`src/rtl/i2c_mux_scheduler_if.sv`:
```
// Bus-side signal bundle for i2c_mux_scheduler.
// The slave modport is the scheduler's view; the master modport is the view of
// the requesters plus the IOBUF (which drives SDI_I2CS).
// Handshake: REQ_IN[i] is a level held for the whole access; the requester owns
// the bus pins while GRANT_OUT[i] is high and releases by dropping REQ_IN[i].
interface i2c_mux_scheduler_if;
    logic [3:0] REQ_IN;
    logic [3:0] GRANT_OUT;
    logic [3:0] REQ_SCL_IN;
    logic [3:0] REQ_SDO_IN;
    logic [3:0] REQ_SDT_IN;
    logic       I2C_SCLK;
    logic       SDO_I2CS;
    logic       SDI_I2CS;
    logic       SDT_I2CS;
    logic       BUSY_OUT;
    logic [3:0] ERR_OUT;
    logic [7:0] CUR_CH_OUT;
    logic [3:0] state_dbg;

    modport slave (
        input  REQ_IN, REQ_SCL_IN, REQ_SDO_IN, REQ_SDT_IN, SDI_I2CS,
        output GRANT_OUT, I2C_SCLK, SDO_I2CS, SDT_I2CS, BUSY_OUT, ERR_OUT,
               CUR_CH_OUT, state_dbg
    );

    modport master (
        output REQ_IN, REQ_SCL_IN, REQ_SDO_IN, REQ_SDT_IN, SDI_I2CS,
        input  GRANT_OUT, I2C_SCLK, SDO_I2CS, SDT_I2CS, BUSY_OUT, ERR_OUT,
               CUR_CH_OUT, state_dbg
    );
endinterface

```
`src/rtl/i2c_mux_scheduler.sv`:
```
// Round-robin scheduler sharing one I2C bus behind a PCA9548A switch among four
// requesters. For each grant it writes the requester's channel mask to the
// switch (retrying on NACK), then hands the bus pins to the requester.
// Optional macro CACHE_CHANNEL_EN: skip the switch write when the wanted mask
// is already the last mask ACKed by the switch.
module i2c_mux_scheduler #(
    parameter logic [8:0]  SYSCLK_FREQ_IN_MHz = 9'd200,
    parameter logic [9:0]  I2C_FREQ_KHZ       = 10'd100,
    parameter logic [6:0]  ADDR               = 7'd116,
    parameter logic [31:0] CH_MAP             = 32'h80400208,
    parameter logic [1:0]  MAX_RETRY          = 2'd3
) (
    input logic SYSCLK_IN,
    input logic RESET_N_IN,
    i2c_mux_scheduler_if.slave bus
);
    localparam int TICK_RAW = int'(SYSCLK_FREQ_IN_MHz) * 1000 / (4 * int'(I2C_FREQ_KHZ));
    localparam int TICK_DIV = (TICK_RAW < 1) ? 1 : TICK_RAW;
    localparam logic [15:0] TICK_LAST = 16'(TICK_DIV - 1);

    typedef enum logic [3:0] {
        S_IDLE, S_ARB, S_START, S_SEND, S_STOP, S_RETRY, S_GAP, S_GRANT
    } state_t;

    state_t      state_q, state_n, gap_to_q, gap_to_n;
    logic [15:0] tick_cnt;
    logic        tick;
    logic [1:0]  g_q, g_n, ptr_q, ptr_n, ph_q, ph_n, retry_q, retry_n;
    logic [4:0]  slot_q, slot_n;
    logic        nack_q, nack_n;
    logic [3:0]  err_q, err_set;
    logic [7:0]  cur_ch_q, cur_ch_n;
    logic        scl_q, sdo_q, sdt_q, scl_e, sdo_e, sdt_e;
    logic [3:0]  elig;
    logic        pick_found;
    logic [1:0]  pick_idx;
    logic [7:0]  mask;
    logic [17:0] frame;
    logic        ack_slot;
`ifdef CACHE_CHANNEL_EN
    logic [7:0]  pick_mask;
    assign pick_mask = CH_MAP[{pick_idx, 3'b000} +: 8];
`endif

    assign elig     = bus.REQ_IN & ~err_q;
    assign mask     = CH_MAP[{g_q, 3'b000} +: 8];
    // Address byte (write), ACK slot, mask byte, ACK slot; ACK slots idle high.
    assign frame    = {ADDR, 1'b0, 1'b1, mask, 1'b1};
    assign ack_slot = (slot_q == 5'd8) || (slot_q == 5'd17);
    assign tick     = (tick_cnt == TICK_LAST);

    // Free-running quarter-bit tick divider.
    always_ff @(posedge SYSCLK_IN or negedge RESET_N_IN) begin
        if (!RESET_N_IN)  tick_cnt <= '0;
        else if (tick)    tick_cnt <= '0;
        else              tick_cnt <= tick_cnt + 16'd1;
    end

    // First eligible requester at or after the round-robin pointer.
    always_comb begin
        pick_found = 1'b0;
        pick_idx   = ptr_q;
        for (int i = 3; i >= 0; i--) begin
            if (elig[ptr_q + 2'(i)]) begin
                pick_found = 1'b1;
                pick_idx   = ptr_q + 2'(i);
            end
        end
    end

    // Next-state logic and engine pin values for the switch-write sequence.
    always_comb begin
        state_n  = state_q;
        gap_to_n = gap_to_q;
        g_n      = g_q;
        ptr_n    = ptr_q;
        ph_n     = ph_q;
        slot_n   = slot_q;
        nack_n   = nack_q;
        retry_n  = retry_q;
        err_set  = '0;
        cur_ch_n = cur_ch_q;
        scl_e    = 1'b1;
        sdo_e    = 1'b1;
        sdt_e    = 1'b0;
        case (state_q)
            S_IDLE: if (|elig) state_n = S_ARB;
            S_ARB: begin
                if (!pick_found) begin
                    state_n = S_IDLE;
                end else begin
                    g_n     = pick_idx;
                    ptr_n   = pick_idx + 2'd1;
                    retry_n = 2'd0;
                    ph_n    = 2'd0;
`ifdef CACHE_CHANNEL_EN
                    if (pick_mask == cur_ch_q && cur_ch_q != 8'h00) state_n = S_GRANT;
                    else                                              state_n = S_START;
`else
                    state_n = S_START;
`endif
                end
            end
            S_START: begin
                scl_e = (ph_q != 2'd2);
                sdo_e = (ph_q == 2'd0);
                if (tick) begin
                    if (ph_q == 2'd2) begin
                        state_n = S_SEND;
                        ph_n    = 2'd0;
                        slot_n  = 5'd0;
                        nack_n  = 1'b0;
                    end else begin
                        ph_n = ph_q + 2'd1;
                    end
                end
            end
            S_SEND: begin
                scl_e = (ph_q == 2'd1) || (ph_q == 2'd2);
                sdt_e = ack_slot;
                sdo_e = ack_slot ? 1'b1 : frame[5'd17 - slot_q];
                if (tick) begin
                    if (ack_slot && ph_q == 2'd2 && bus.SDI_I2CS) nack_n = 1'b1;
                    ph_n = ph_q + 2'd1;
                    if (ph_q == 2'd3) begin
                        if (slot_q == 5'd17) state_n = S_STOP;
                        else                 slot_n  = slot_q + 5'd1;
                    end
                end
            end
            S_STOP: begin
                scl_e = (ph_q != 2'd0);
                sdo_e = (ph_q == 2'd2);
                if (tick) begin
                    if (ph_q == 2'd2) begin
                        ph_n = 2'd0;
                        if (nack_q) begin
                            state_n = S_RETRY;
                        end else begin
                            state_n  = S_GAP;
                            gap_to_n = S_GRANT;
                            cur_ch_n = mask;
                        end
                    end else begin
                        ph_n = ph_q + 2'd1;
                    end
                end
            end
            S_RETRY: begin
                if (retry_q < MAX_RETRY) begin
                    retry_n  = retry_q + 2'd1;
                    state_n  = S_GAP;
                    gap_to_n = S_START;
                    ph_n     = 2'd0;
                end else begin
                    err_set[g_q] = 1'b1;
                    cur_ch_n     = 8'h00;
                    state_n      = S_IDLE;
                end
            end
            S_GAP: begin
                if (tick) begin
                    ph_n = ph_q + 2'd1;
                    if (ph_q == 2'd3) state_n = gap_to_q;
                end
            end
            S_GRANT: begin
                if (!bus.REQ_IN[g_q]) begin
                    state_n  = S_GAP;
                    gap_to_n = S_IDLE;
                    ph_n     = 2'd0;
                end
            end
            default: state_n = S_IDLE;
        endcase
    end

    // State, datapath and registered bus pins (requester pins while granted).
    always_ff @(posedge SYSCLK_IN or negedge RESET_N_IN) begin
        if (!RESET_N_IN) begin
            state_q  <= S_IDLE;
            gap_to_q <= S_IDLE;
            g_q      <= 2'd0;
            ptr_q    <= 2'd0;
            ph_q     <= 2'd0;
            slot_q   <= 5'd0;
            nack_q   <= 1'b0;
            retry_q  <= 2'd0;
            err_q    <= 4'd0;
            cur_ch_q <= 8'h00;
            scl_q    <= 1'b1;
            sdo_q    <= 1'b1;
            sdt_q    <= 1'b0;
        end else begin
            state_q  <= state_n;
            gap_to_q <= gap_to_n;
            g_q      <= g_n;
            ptr_q    <= ptr_n;
            ph_q     <= ph_n;
            slot_q   <= slot_n;
            nack_q   <= nack_n;
            retry_q  <= retry_n;
            err_q    <= (err_q & bus.REQ_IN) | err_set;
            cur_ch_q <= cur_ch_n;
            if (state_q == S_GRANT) begin
                scl_q <= bus.REQ_SCL_IN[g_q];
                sdo_q <= bus.REQ_SDO_IN[g_q];
                sdt_q <= bus.REQ_SDT_IN[g_q];
            end else begin
                scl_q <= scl_e;
                sdo_q <= sdo_e;
                sdt_q <= sdt_e;
            end
        end
    end

    assign bus.GRANT_OUT  = (state_q == S_GRANT) ? (4'b0001 << g_q) : 4'b0000;
    assign bus.BUSY_OUT   = (state_q != S_IDLE);
    assign bus.ERR_OUT    = err_q;
    assign bus.CUR_CH_OUT = cur_ch_q;
    assign bus.I2C_SCLK   = scl_q;
    assign bus.SDO_I2CS   = sdo_q;
    assign bus.SDT_I2CS   = sdt_q;
    assign bus.state_dbg  = state_q;
endmodule

```
`src/flat_wrapper.sv`:
```
// flat-port wrapper written by rule: the top's interface ports become plain ports
module i2c_mux_scheduler_flat 
#(
    parameter logic [8:0]  SYSCLK_FREQ_IN_MHz = 9'd200,
    parameter logic [9:0]  I2C_FREQ_KHZ       = 10'd100,
    parameter logic [6:0]  ADDR               = 7'd116,
    parameter logic [31:0] CH_MAP             = 32'h80400208,
    parameter logic [1:0]  MAX_RETRY          = 2'd3
)
  (SYSCLK_IN, RESET_N_IN, bus_REQ_IN, bus_REQ_SCL_IN, bus_REQ_SDO_IN, bus_REQ_SDT_IN, bus_SDI_I2CS, bus_GRANT_OUT, bus_I2C_SCLK, bus_SDO_I2CS, bus_SDT_I2CS, bus_BUSY_OUT, bus_ERR_OUT, bus_CUR_CH_OUT, bus_state_dbg);
  i2c_mux_scheduler_if bus_i ();
  input logic SYSCLK_IN;
  input logic RESET_N_IN;
  input wire logic [$bits(bus_i.REQ_IN)-1:0] bus_REQ_IN;
  input wire logic [$bits(bus_i.REQ_SCL_IN)-1:0] bus_REQ_SCL_IN;
  input wire logic [$bits(bus_i.REQ_SDO_IN)-1:0] bus_REQ_SDO_IN;
  input wire logic [$bits(bus_i.REQ_SDT_IN)-1:0] bus_REQ_SDT_IN;
  input wire logic [$bits(bus_i.SDI_I2CS)-1:0] bus_SDI_I2CS;
  output wire logic [$bits(bus_i.GRANT_OUT)-1:0] bus_GRANT_OUT;
  output wire logic [$bits(bus_i.I2C_SCLK)-1:0] bus_I2C_SCLK;
  output wire logic [$bits(bus_i.SDO_I2CS)-1:0] bus_SDO_I2CS;
  output wire logic [$bits(bus_i.SDT_I2CS)-1:0] bus_SDT_I2CS;
  output wire logic [$bits(bus_i.BUSY_OUT)-1:0] bus_BUSY_OUT;
  output wire logic [$bits(bus_i.ERR_OUT)-1:0] bus_ERR_OUT;
  output wire logic [$bits(bus_i.CUR_CH_OUT)-1:0] bus_CUR_CH_OUT;
  output wire logic [$bits(bus_i.state_dbg)-1:0] bus_state_dbg;
  assign bus_i.REQ_IN = bus_REQ_IN;
  assign bus_i.REQ_SCL_IN = bus_REQ_SCL_IN;
  assign bus_i.REQ_SDO_IN = bus_REQ_SDO_IN;
  assign bus_i.REQ_SDT_IN = bus_REQ_SDT_IN;
  assign bus_i.SDI_I2CS = bus_SDI_I2CS;
  assign bus_GRANT_OUT = bus_i.GRANT_OUT;
  assign bus_I2C_SCLK = bus_i.I2C_SCLK;
  assign bus_SDO_I2CS = bus_i.SDO_I2CS;
  assign bus_SDT_I2CS = bus_i.SDT_I2CS;
  assign bus_BUSY_OUT = bus_i.BUSY_OUT;
  assign bus_ERR_OUT = bus_i.ERR_OUT;
  assign bus_CUR_CH_OUT = bus_i.CUR_CH_OUT;
  assign bus_state_dbg = bus_i.state_dbg;
  i2c_mux_scheduler #(.SYSCLK_FREQ_IN_MHz(SYSCLK_FREQ_IN_MHz), .I2C_FREQ_KHZ(I2C_FREQ_KHZ), .ADDR(ADDR), .CH_MAP(CH_MAP), .MAX_RETRY(MAX_RETRY)) u_core (.SYSCLK_IN(SYSCLK_IN), .RESET_N_IN(RESET_N_IN), .bus(bus_i));
endmodule
```
`config.mk`:
```
export PLATFORM = sky130hd
export DESIGN_NAME = i2c_mux_scheduler_flat
export DESIGN_NICKNAME = d
export VERILOG_FILES = /design/src/rtl/i2c_mux_scheduler_if.sv /design/src/rtl/i2c_mux_scheduler.sv /design/src/flat_wrapper.sv
export SDC_FILE = /design/constraint.sdc
export NUM_CORES = 1
export LEC_CHECK = 0
export CORE_MARGIN = 5
export CORE_UTILIZATION = 54
export CTS_CLUSTER_SIZE = 8
export DETAILED_ROUTE_END_ITERATION = 8
export HOLD_SLACK_MARGIN = 0.12
export PLACE_DENSITY = 0.8
export SYNTH_ARGS = -nofsm -noshare
export SYNTH_HDL_FRONTEND = slang
export SYNTH_SLANG_ARGS = --single-unit
```
`constraint.sdc`:
```
create_clock -name SYSCLK_IN -period 3 [get_ports SYSCLK_IN]
set_clock_uncertainty 0.05 [all_clocks]
set_input_delay 0.45 -clock SYSCLK_IN [delete_from_list [all_inputs] [get_ports SYSCLK_IN]]
set_output_delay 0.45 -clock SYSCLK_IN [all_outputs]
set_load 0.005 [all_outputs]
```
==> results of run 1 <==
-- worst max-delay path, stage by stage, from the launching register on --
cell and delay [ps]:
dfrtp_1 410, ha_1 230, or3b_2 500, nor4_4 390, nand2_1 170, or2_0 220
a31oi_1 250, o22a_1 180
-- worst max-delay path by stage --
stage                                              startpoint                        endpoint  slack (ps)  depth (start not counted)
after detailed placement                        bus_REQ_IN[1]      u_core.ph_q[0]$_DFFE_PN0P_         280                          6
after floorplan           u_core.bus.state_dbg[1]$_DFFE_PN0P_     u_core.ptr_q[1]$_DFFE_PN0P_         950                          7
after global routing             u_core.tick_cnt[0]$_DFF_PN0_    u_core.slot_q[2]$_DFFE_PN0P_         350                          6
after global placement                          bus_REQ_IN[1]      u_core.ph_q[0]$_DFFE_PN0P_         380                          6
after CTS                        u_core.tick_cnt[0]$_DFF_PN0_  u_core.gap_to_q[1]$_DFFE_PN0P_         580                          7
final                            u_core.tick_cnt[0]$_DFF_PN0_  u_core.gap_to_q[1]$_DFFE_PN0P_         550                          7
-- registers in the layout (all words and copies together) (netlist names) --
register	count
u_core.bus.CUR_CH_OUT	4
u_core.nack_q	1
u_core.slot_q	5
u_core.bus.I2C_SCLK	1
u_core.bus.SDT_I2CS	1
u_core.bus.SDO_I2CS	1
u_core.ptr_q	2
u_core.g_q	2
u_core.ph_q	2
u_core.retry_q	2
u_core.bus.ERR_OUT	4
u_core.tick_cnt	16
u_core.bus.state_dbg	3
u_core.gap_to_q	2
-- stage by stage --
stage / power [mW] / instance area (um^2)
after global routing: 2.61 / 3400
after floorplan: 1.59 / 2880
after CTS: 2.43 / 3400
after detailed placement: 1.95 / 3290
after global placement: 1.92 / 3290
final: 2.44 / 3400
-- per-layer routing --
layer | vias to the layer above | track usage, % | part of all wire, %
met5 | - | 0 | 0
li1 | 1222 | - | -
met2 | 62 | 34.9 | 50
met4 | 0 | 4.90 | 1.2
met1 | 1251 | 28.6 | 45
met3 | 10 | 5.05 | 3.9
-- synth_stat cells, drive strengths merged, types with 2 or more instances --
cell	number	area, um^2
dfrtp	44	1100
nand2	37	139
o21ai	32	160
nor2	26	97.6
nand3	17	85.1
a21oi	16	80.1
inv	16	60.1
xnor2	12	105
ha	11	138
nand2b	10	62.6
buf	9	55.1
clkbuf	8	30.0
nor3	8	40.0
o22ai	6	37.5
nand4	5	31.3
or3	5	31.3
mux4	4	90.1
nor2b	4	25.0
nor4	4	40.0
and3	3	18.8
mux2	3	33.8
mux2i	3	30.0
o211ai	3	27.5
o22a	3	26.3
o31ai	3	22.5
a22oi	2	15.0
a311oi	2	17.5
a31oi	2	12.5
a41oi	2	17.5
dfstp	2	52.6
o21a	2	15.0
xor2	2	17.5
-- kinds of logic (layout without fill, tap and decap cells) --
group / Yosys count / after routing
AO/OA/AOI/OAI: 80 / 80
adder cells (fa/ha/maj): 11 / 11
flip-flops: 46 / 46
other: 1 / 5
multiplexers: 10 / 10
buffers and inverters: 33 / 66
XOR/XNOR: 14 / 14
AND/OR/NAND/NOR: 129 / 129
-- power by group through the flow --
| stage | Combinational, mW | Clock (mW) | Sequential, mW |
|---|---|---|---|
| 6_report | 1.10 | 0.483 | 0.852 |
| 5_1_grt | 1.22 | 0.523 | 0.871 |
| 4_1_cts | 1.09 | 0.488 | 0.852 |
| 3_5_place_dp | 1.08 | 0 | 0.864 |
| 3_3_place_gp | 1.06 | 0 | 0.859 |
| 2_1_floorplan | 0.784 | 0 | 0.804 |
-- layout make-up --
cell class | instances | area [um^2] | area share [%]
multi-input combinational | 249 | 1580 | 46.5
sequential | 46 | 1150 | 33.9
timing repair buffer | 42 | 403 | 11.9
tap | 70 | 87.6 | 2.58
clock buffer | 5 | 68.8 | 2.03
inverter | 16 | 60.1 | 1.77
clock inverter | 3 | 43.8 | 1.29
==> impl_results.md, run 1 <==
* EDFF count, synth at 0
* I/O Pins at 43
* WL final at 6.86 mm
* FP Rows at 26
* Combinational share of power at 45.2%
* Fin cells at 431
* Reg2reg start: u_core.tick_cnt[0]$_DFF_PN0_
* Most frequent cells in the layout: 44 x dfrtp_1, 37 x nand2_1, 36 x clkdlybuf4s50_1, 32 x o21ai_0, 26 x nor2_1
* Commonest non-fill, non-tap cell in the layout: dfrtp_1
* Total GRT Usage at 21.3%
* Status: finished, final reports clean
* Period utilization at 81.7%
* Critical path class: reg2reg
* Hold buffers post-CTS at 0
* Sw Ratio at 39.5%
* Simple logic cell fraction of the synthesized area at 22.8%
* Post-CTS Setup Inserts at 0
* GRT overflow at 0
* Area Overhead vs Synth at 18.6%
* Post-synthesis sequential area ratio at 40.3%
* DRT Pass-1 Iters at 4
* Latest clock arrival within the worst-skew pair at 310 ps
* Post-Place Setup Slack at 285 ps
* Top FF cell, synth: dfrtp_1
* Worst IR Drop VDD at 438 uV
* Max Freq at 408 MHz
* Flop pwr share at 35.0%
* Final WS setup at 550 ps
* NetSw at 0.962 mW
* Core Box Area at 5140 um^2
* R2r endpoint: u_core.gap_to_q[1]$_DFFE_PN0P_
* HP Class: in2async
* Syn Inst Count at 324
* Clk sinks at 46
* Port Buf Inserts at 37
* WHS at 256 ps
* RSZ-0062 raised after global routing: no
* Vias in the first global route at 2439
* P_leak at 1.41 nW
* CTS root buffer: clkbuf_8
* Htree depth at 2
* Layout fillers at 436
* Peak fanout along the critical path at 8
* Routed len/inst at 15.9 um
* Syn. warnings at 0
* Max Cap Viol at 0
* Worst R2R Path Depth at 7
* Clk network pwr share at 19.8%
* Dpl cells at 423
* Mux share of post-synthesis cell area at 5.37%
* CTS clk-pin slew, worst paths at 90 ps
* Vias at 2545
* Largest net degree at the start of global routing at 47
* Setup violators final at 0
* Async SR Flop Fraction at 100%
* Mean Syn Cell Area at 8.84 um^2
* Placer Congestion at 0.826
* First-pass GRT wire length at 12.1 mm
* Final min period at 2450 ps
* Final net count at 390
* Detail Route Antenna Nets at 0
* Synth Cell Area at 2870 um^2
* Detailed placement HPWL at 5.14 mm
* Cell Int Power at 1.47 mW
* CTS tree: built
* Die ar. at 6860 um^2
* Post_cts resized at 0
* Horiz. Die Dim at 82.8 um
* DR iter-0 viols at 193
* R2R Setup Slk at 550 ps
* Adder-Cell Fraction of Synth Area at 4.80%
* Final Hold Viols at 0
* Complex-gate fraction of the synthesized area at 17.2%
* # diodes at 0
* Worst-case clock buffer depth at 2
* Mean number of vias per cell at 5.90
* Starting Density at 55.7%
* Die H at 82.8 um
* Worst Path Arrival at 2660 ps
* Measured slew at the worst slew-check pin at 1020 ps
* Inserted Clock Buffers at 5
* PwrDens at 717 nW/um^2
* Sum of negative setup slack at 0 ps
* Initial antenna violation count at 0
* Slew headroom at 32.1%
* Final core occ at 66.1%
* # DRC at 0
* Main combinational cell family by area after synthesis: simple AND/OR/NAND/NOR gates
* Post-synthesis xor/xnor area fraction at 4.28%
* Required time of the critical path at 3210 ps
* Critical Path Start Type: flip-flop
* Fraction of layout cells with a size suffix above 1 at 7.76%
* Synth cell types at 55
* Max-slew violation count at 0
* FF+latch count, synth at 46
* Crit end category: flip-flop
No activity file was read; power rests on OpenSTA's default activity.
==> run 2: changes to the inputs <==
==> constraint.sdc (replaced) <==
create_clock -name SYSCLK_IN -period 2.5 [get_ports SYSCLK_IN]
set_clock_uncertainty 0.05 [all_clocks]
set_input_delay 0.375 -clock SYSCLK_IN [delete_from_list [all_inputs] [get_ports SYSCLK_IN]]
set_output_delay 0.375 -clock SYSCLK_IN [all_outputs]
set_load 0.005 [all_outputs]
==> run 2 against run 1 <==
  * Critical path depth is 2 higher
  * Power up 18%
  * Cell area is 2.0% higher
  * Largest cell class unchanged
  * Wire length decreased by 0.87%
  * Combinational power grew 27%
  * Die area stayed put
==> impl_results.md, run 2 (synthesis results as in run 1) <==
* Worst-case clock buffer depth at 2
* Detail Route Antenna Nets at 0
* Busiest grt layer: met2
* Fin cells at 441
* Vias at 2585
* HP Class: reg2reg
* Port Buf Inserts at 37
* CTS tree: built
* P_leak at 1.45 nW
* First-pass GRT wire length at 11.4 mm
* Met2 usage at 32.0%
* Max-slew violation count at 0
* DR iter-0 viols at 161
* Status: finished, final reports clean
* Critical path class: reg2reg
* Worst Path Arrival at 2510 ps
* Commonest non-fill, non-tap cell in the layout: dfrtp_1
* Max Cap Viol at 0
* Fraction of layout cells with a size suffix above 1 at 10.2%
* WHS at 427 ps
* Max FFs per register at 16
* Starting Density at 55.7%
* Die H at 82.8 um
* Final net count at 400
* Inserted Clock Buffers at 5
* Latest clock arrival within the worst-skew pair at 300 ps
* RSZ-0062 raised after global routing: no
* DRT Pass-1 Iters at 5
* Die ar. at 6860 um^2
* FP Rows at 26
* Area Overhead vs Synth at 21.0%
* Grt met1 use at 27.6%
* Detailed placement HPWL at 5.11 mm
* # DRC at 0
* Placer Congestion at 0.829
* Critical Path Start Type: flip-flop
* CTS root buffer: clkbuf_8
* WL final at 6.80 mm
* Worst IR Drop VDD at 551 uV
* Crit end category: flip-flop
* PwrDens at 828 nW/um^2
* Peak fanout along the critical path at 7
* Required time of the critical path at 2640 ps
* Dpl cells at 430
* Placed Area at 3340 um^2
* Met3 usage at 4.36%
* Final min period at 2370 ps
* Final Hold Viols at 0
* Htree depth at 2
* GRT overflow at 0
* Vias in the first global route at 2372
* Horiz. Die Dim at 82.8 um
* Top reg by flops: u_core.tick_cnt
* Largest net degree at the start of global routing at 30
* Top Registers: u_core.tick_cnt x16, u_core.slot_q x5
* Post-route cell area at 3470 um^2
* Period utilization at 94.6%
* Measured slew at the worst slew-check pin at 536 ps
* Final WS setup at 134 ps
* Initial antenna violation count at 0
* Clk sinks at 46
* Total GRT Usage at 20.1%
* Sum of negative setup slack at 0 ps
* Max Freq at 423 MHz
* Slew headroom at 64.0%
* Post-Place Setup Slack at 40.8 ps
* Setup violators final at 0
* Most frequent cells in the layout: 44 x dfrtp_1, 37 x nand2_1, 36 x clkdlybuf4s50_1, 32 x o21ai_0, 26 x nor2_1
* I/O Pins at 43
* # diodes at 0
* CTS clk-pin slew, worst paths at 90 ps
* Core Box Area at 5140 um^2
* Routed len/inst at 15.4 um
* Mean number of vias per cell at 5.86
run 2: final timing paths:
check	startpoint	slack (ps)	cells after the start	endpoint
max	u_core.tick_cnt[0]$_DFF_PN0_	130	9	u_core.ph_q[0]$_DFFE_PN0P_
min	u_core.tick_cnt[15]$_DFF_PN0_	430	1	u_core.tick_cnt[15]$_DFF_PN0_
max reg2reg	u_core.tick_cnt[0]$_DFF_PN0_	130	9	u_core.ph_q[0]$_DFFE_PN0P_
min reg2reg	u_core.tick_cnt[15]$_DFF_PN0_	430	1	u_core.tick_cnt[15]$_DFF_PN0_
max in group asynchronous	RESET_N_IN	1190	3	u_core.retry_q[0]$_DFFE_PN0P_
min in group asynchronous	RESET_N_IN	500	2	u_core.tick_cnt[6]$_DFF_PN0_
run 2: stage by stage:
step           utilization [%]  power [mW]
2_1_floorplan                -        1.91
3_3_place_gp              64.9        2.34
3_5_place_dp              64.9        2.38
4_1_cts                   66.9        2.84
5_1_grt                   67.4        3.06
6_report                  67.4        2.87
run 2: area by class of cell:
type	instances	area, um^2
fillers	436	1670
clock inverters	1	5.00
clock buffers	7	86.3
repair buffers	52	480
inverters	16	60.1
multi-input cells	249	1590
flip-flops and latches	46	1150
well taps	70	87.6
run 2: critical path, cell delays in order (launching register included):
cell     delay [ps]
dfrtp_1         390
ha_1            220
or3b_2          500
nor4_4          260
buf_4           190
buf_4           110
nand2_1          40
nand3_1          80
o21ai_0         120
mux2_2          290
run 2: report_power, final:
part | switching, mW | leakage, nW | internal, mW | total, mW
combinational | 0.770 | 0.816 | 0.629 | 1.40
clock | 0.251 | 0.0482 | 0.223 | 0.474
sequential | 0.121 | 0.589 | 0.874 | 0.995
total | 1.14 | 1.45 | 1.73 | 2.87
run 2: routing by layer:
| metal | routed length, um | part of all wire [%] |
|---|---|---|
| met5 | 0 | 0 |
| met4 | 103 | 1.5 |
| met3 | 309 | 4.5 |
| met2 | 3310 | 49 |
| met1 | 3080 | 45 |
run 2: repair_timing:
| action | CTS | global route |
|---|---|---|
| buffers inserted | 0 | 2 |
| gates resized for setup | 0 | 2 |
| hold buffers | 1 | 0 |
| endpoints found under the hold margin | 15 | 0 |
| endpoints found under the setup margin | 0 | 6 |
